--- config.mk ---
export PLATFORM = sky130hd
export DESIGN_NAME = inst_fetch_queue
export DESIGN_NICKNAME = d
export VERILOG_FILES = /design/src/rtl/inst_fetch_queue.sv
export SDC_FILE = /design/constraint.sdc
export NUM_CORES = 2
export LEC_CHECK = 0
export CAP_MARGIN = 40
export CORE_MARGIN = 2
export CORE_UTILIZATION = 50
export CTS_BUF_LIST = sky130_fd_sc_hd__clkbuf_8
export DETAILED_ROUTE_END_ITERATION = 8
export PLACE_DENSITY_LB_ADDON = 0.2
export SLEW_MARGIN = 20
export SYNTH_ARGS = -nofsm -noshare
export SYNTH_HDL_FRONTEND = slang
export SYNTH_SLANG_ARGS = --single-unit
--- constraint.sdc ---
create_clock -name aclk -period 15.3 [get_ports aclk]
set_input_delay 3.06 -clock aclk [delete_from_list [all_inputs] [get_ports aclk]]
set_output_delay 3.06 -clock aclk [all_outputs]
set_load 0.02 [all_outputs]
--- src/rtl/inst_fetch_queue.sv ---
// inst_fetch_queue: dual-slot circular instruction queue between fetch and IF/ID.
// Accepts up to two instructions per cycle and presents the two oldest entries.
module inst_fetch_queue #(
    parameter int          DEPTH    = 8,
    parameter logic [31:0] INST_NOP = 32'h0340_0000
) (
    input  logic                       aclk,
    input  logic                       aresetn,
    input  logic                       flush,
    input  logic [1:0]                 in_valid,
    input  logic [31:0]                in_pc,
    input  logic [31:0]                in_inst0,
    input  logic [31:0]                in_inst1,
    input  logic [31:0]                in_npc,
    input  logic                       in_branch,
    output logic                       in_ready,
    output logic [1:0]                 out_valid,
    output logic [31:0]                out_pc0,
    output logic [31:0]                out_pc1,
    output logic [31:0]                out_inst0,
    output logic [31:0]                out_inst1,
    output logic [31:0]                out_npc0,
    output logic [31:0]                out_npc1,
    output logic                       out_branch0,
    output logic                       out_branch1,
    input  logic [1:0]                 out_pop,
    output logic [$clog2(DEPTH):0]     count
);
    localparam int AW = $clog2(DEPTH);
    localparam int CW = AW + 1;

    logic [31:0]   pc_q   [DEPTH];
    logic [31:0]   inst_q [DEPTH];
    logic [31:0]   npc_q  [DEPTH];
    logic          br_q   [DEPTH];
    logic [AW-1:0] head, tail, head1, tail1;
    logic [CW-1:0] push_n, req_n, pop_n;
    logic          two;

    assign in_ready = count <= CW'(DEPTH - 2);
    assign push_n   = !in_ready ? '0 : in_valid == 2'b11 ? CW'(2) : in_valid == 2'b01 ? CW'(1) : '0;
    assign req_n    = out_pop == 2'b11 ? CW'(2) : out_pop == 2'b01 ? CW'(1) : '0;
    assign pop_n    = req_n > count ? count : req_n;
    assign two      = push_n == CW'(2);
    assign head1    = head + AW'(1);
    assign tail1    = tail + AW'(1);

    always_ff @(posedge aclk) begin
        if (!aresetn || flush) begin
            head  <= '0;
            tail  <= '0;
            count <= '0;
        end else begin
            head  <= head + AW'(pop_n);
            tail  <= tail + AW'(push_n);
            count <= count + push_n - pop_n;
        end
    end

    // In a pair push the first slot falls through to the second, so it is never predicted taken.
    always_ff @(posedge aclk) begin
        if (aresetn && !flush && push_n != '0) begin
            pc_q[tail]   <= in_pc;
            inst_q[tail] <= in_inst0;
            npc_q[tail]  <= two ? in_pc + 32'd4 : in_npc;
            br_q[tail]   <= two ? 1'b0 : in_branch;
            if (two) begin
                pc_q[tail1]   <= in_pc + 32'd4;
                inst_q[tail1] <= in_inst1;
                npc_q[tail1]  <= in_npc;
                br_q[tail1]   <= in_branch;
            end
        end
    end

    assign out_valid   = {count >= CW'(2), count >= CW'(1)};
    assign out_pc0     = out_valid[0] ? pc_q[head]    : 32'd0;
    assign out_inst0   = out_valid[0] ? inst_q[head]  : INST_NOP;
    assign out_npc0    = out_valid[0] ? npc_q[head]   : 32'd0;
    assign out_branch0 = out_valid[0] ? br_q[head]    : 1'b0;
    assign out_pc1     = out_valid[1] ? pc_q[head1]   : 32'd0;
    assign out_inst1   = out_valid[1] ? inst_q[head1] : INST_NOP;
    assign out_npc1    = out_valid[1] ? npc_q[head1]  : 32'd0;
    assign out_branch1 = out_valid[1] ? br_q[head1]   : 1'b0;
endmodule
==> flow_metrics.env <==
export IMPL_status="complete, no violations"
export IMPL_rows=111
export IMPL_finalCritPeriodShare=0.5140
export IMPL_post_cts_resized=0
export IMPL_path_buf_inv=3
export IMPL_endpoint_kind="output pin"
export IMPL_arrival_ps=4800
export IMPL_synth_area_um2=46500
export IMPL_synth_top_cells_by_count="1,387 x nand2_1, 776 x edfxtp_1, 388 x mux4_2, 246 x o21ai_0, 211 x nor2_1"
export IMPL_setup_tns_final_ps=0
export IMPL_synth_edff_count=776
export IMPL_cts_made_buffers=136
export IMPL_grt_pass1_vias=33120
export IMPL_postCtsSetupBuffers=0
export IMPL_fillers=7534
export IMPL_chipWidth_um=309.0
export IMPL_cts_root_buf="clkbuf_8"
export IMPL_ys_ff_latch=786
export IMPL_via_per_inst=6.134
export IMPL_gr_usage_all_layers=0.3131
export IMPL_ir_drop_mv=0.09348
export IMPL_tightest_slew_ps=1016
export IMPL_die_area_um2=95450
export IMPL_drt_iter0_markers=4029
export IMPL_cp_slowest_stage_delay_ps=820
export IMPL_postLayoutCoreUtil=0.5819
export IMPL_synth_area_leaders="edfxtp_1 50%, mux4_2 19%, nand2_1 11%, o21ai_0 2.6%, xnor2_1 2.4%"
export IMPL_maxSlewHeadroom=0.3228
export IMPL_clock_sinks=786
export IMPL_crit_path_top_delay_cell="dfxtp_4"
export IMPL_gp_congestion=0.8058
export IMPL_clk_pin_slew_ps=60
export IMPL_path_max_fanout=98
export IMPL_yosysTopAreaCell="edfxtp_1"
export IMPL_p_per_area_nw_per_um2=126.5
export IMPL_synthFlopType="edfxtp_1"
export IMPL_ios=337
export IMPL_clock_latency_ps=810
export IMPL_path_cells="ha_4 -> buf_12 -> buf_16 -> mux4_2 -> nand2_1 -> a21oi_1 -> clkdlybuf4s50_1"
export IMPL_numPortBuffers=336
export IMPL_postCtsHoldBufs=0
export IMPL_cp_required_ps=12240
export IMPL_postRouteAntennaNets=0
export IMPL_syn_avg_cell_area_um2=11.52
export IMPL_grt_pass1_wl_mm=217.0
export IMPL_drv_slew=0
export IMPL_vias=34110
export IMPL_regArea_um2=23510
export IMPL_critPathKind="reg2out"
export IMPL_reg2reg_slack_ps=10480
export IMPL_p_leak_nw=18.39
export IMPL_synth_distinct_cells=50
export IMPL_antenna_found_initial=18
export IMPL_fin_nets=4362
export IMPL_hold_viol_final=0
export IMPL_syn_to_final_growth_pct=15.06
export IMPL_start_kind="flop"
export IMPL_core_um2=91940
export IMPL_setup_viol=0
export IMPL_cp_depth=7
export IMPL_synthArstFlopShare=0
export IMPL_synthCells=4038
export IMPL_cts_tree="built"
export IMPL_drv_cap=0
export IMPL_yosysSeqAreaShare=0.5054
export IMPL_ctsHtreeMaxLevel=4
export IMPL_die_h_um=309.0
export IMPL_drc=0
export IMPL_gr_total_overflow=0
export IMPL_multi_input_comb_area_um2=21210
export IMPL_yosysTopAreaCellShare=0.5011
export IMPL_hold_class="reg2reg"
export IMPL_grt_max_degree=146
export IMPL_fmax_mhz=127.2
export IMPL_drt_total_wl_mm=149.3
export IMPL_drive_gt1_frac=0.1719
export IMPL_hold_depth=2
export IMPL_synth_nets=4192
export IMPL_min_period_ps=7864
export IMPL_ff2ff_path_depth=11
export IMPL_drt_pass1_iterations=6
export IMPL_synth_warning_count=0
export IMPL_cts_buffer_depth=3
export IMPL_rsz0062_at_grt="no"
export IMPL_finClkSkew_ps=28.18
export IMPL_cp_top_family="buffers and inverters"
export IMPL_routedWlPerCell_um=26.86
export IMPL_initial_core_util=0.5058
export IMPL_yosysMostFrequentCell="nand2_1"
export IMPL_dp_hpwl_mm=89.56
worst min-delay path: stages, from the launching register on:
cell,delay (ps)
dfxtp_1,480
ha_1,180
and2_1,100
stage by stage:
step / cell area [um2] / cells / power [W] / hold slack [ps] / setup slack (ps)
2_1_floorplan: 46500 / 4038 / 0.003926 / 574.9 / 3770
3_3_place_gp: 50180 / 5265 / 0.004995 / 768.1 / 7228
3_5_place_dp: 50820 / 5299 / 0.005031 / 768.9 / 7643
4_1_cts: 53190 / 5533 / 0.006770 / 781.3 / 7413
5_1_grt: 53500 / 5559 / 0.007023 / 824.0 / 7212
6_report: 53500 / 5560 / 0.006770 / 787.2 / 7436
final timing paths:
| kind | from | end |
|---|---|---|
| worst max register to register | count[3] | npc_q[3][24] |
| worst max-delay path | head[1] | out_pc1[6] |
| worst min-delay path | tail[0] | tail[0] |
| worst min register to register | tail[0] | tail[0] |
cells in the final DEF, fill, tap and decap left out, types with 11 or more instances in the layout:
| cell | instances |
|---|---|
| a21oi_1 | 99 |
| and2_1 | 15 |
| buf_12 | 14 |
| buf_16 | 19 |
| buf_4 | 66 |
| clkbuf_8 | 138 |
| clkdlybuf4s50_1 | 336 |
| clkinv_1 | 25 |
| diode_2 | 13 |
| edfxtp_1 | 776 |
| ha_1 | 13 |
| inv_1 | 67 |
| mux2_2 | 24 |
| mux2i_1 | 98 |
| mux4_2 | 388 |
| nand2_1 | 1376 |
| nand3_1 | 12 |
| nor2_1 | 206 |
| o21ai_0 | 244 |
| o21ai_1 | 11 |
| xnor2_1 | 127 |
| xor2_1 | 111 |
flip-flops by register name, indices dropped and copies added (netlist names):
register / cells
inst_q: 256
npc_q: 256
pc_q: 256
br_q: 8
count: 4
head: 3
tail: 3
per-layer routing:
layer / vias to the layer above / global-route usage / wire, um
li1: 14720 / - / -
met1: 16970 / 0.4312 / 58330
met2: 2079 / 0.4917 / 69280
met3: 324 / 0.06885 / 16600
met4: 18 / 0.1153 / 5001
met5: - / 0 / 117
cell families (layout without fill, tap and decap cells):
kind of cell | after synthesis | after routing | synth area share
AOI/OAI and AO/OA | 363 | 363 | 0.03969
xor gates and xnor gates | 244 | 244 | 0.04644
adders and majority gates | 18 | 18 | 0.005489
buffers and inverters | 428 | 694 | 0.04408
DFF | 786 | 786 | 0.5054
muxes | 510 | 510 | 0.2148
other | 0 | 13 | 0
and+or+nand+nor | 1689 | 1689 | 0.1440
power by group:
part           internal, W  switching, W
registers          0.00243     0.0000396
clock network     0.000857      0.000899
logic              0.00104       0.00150
area by class of cell:
| class | count | share of cell area |
|---|---|---|
| Timing Repair Buffer | 443 | 0.08889 |
| Clock inverter | 96 | 0.008863 |
| Multi-Input combinational cell | 2824 | 0.3964 |
| Tap cell | 1243 | 0.02907 |
| Inverter | 17 | 0.001193 |
| Sequential cell | 786 | 0.4395 |
| Clock buffer | 138 | 0.03550 |
| Antenna cell | 13 | 0.0006080 |
Power figures use the tool's default switching activity.
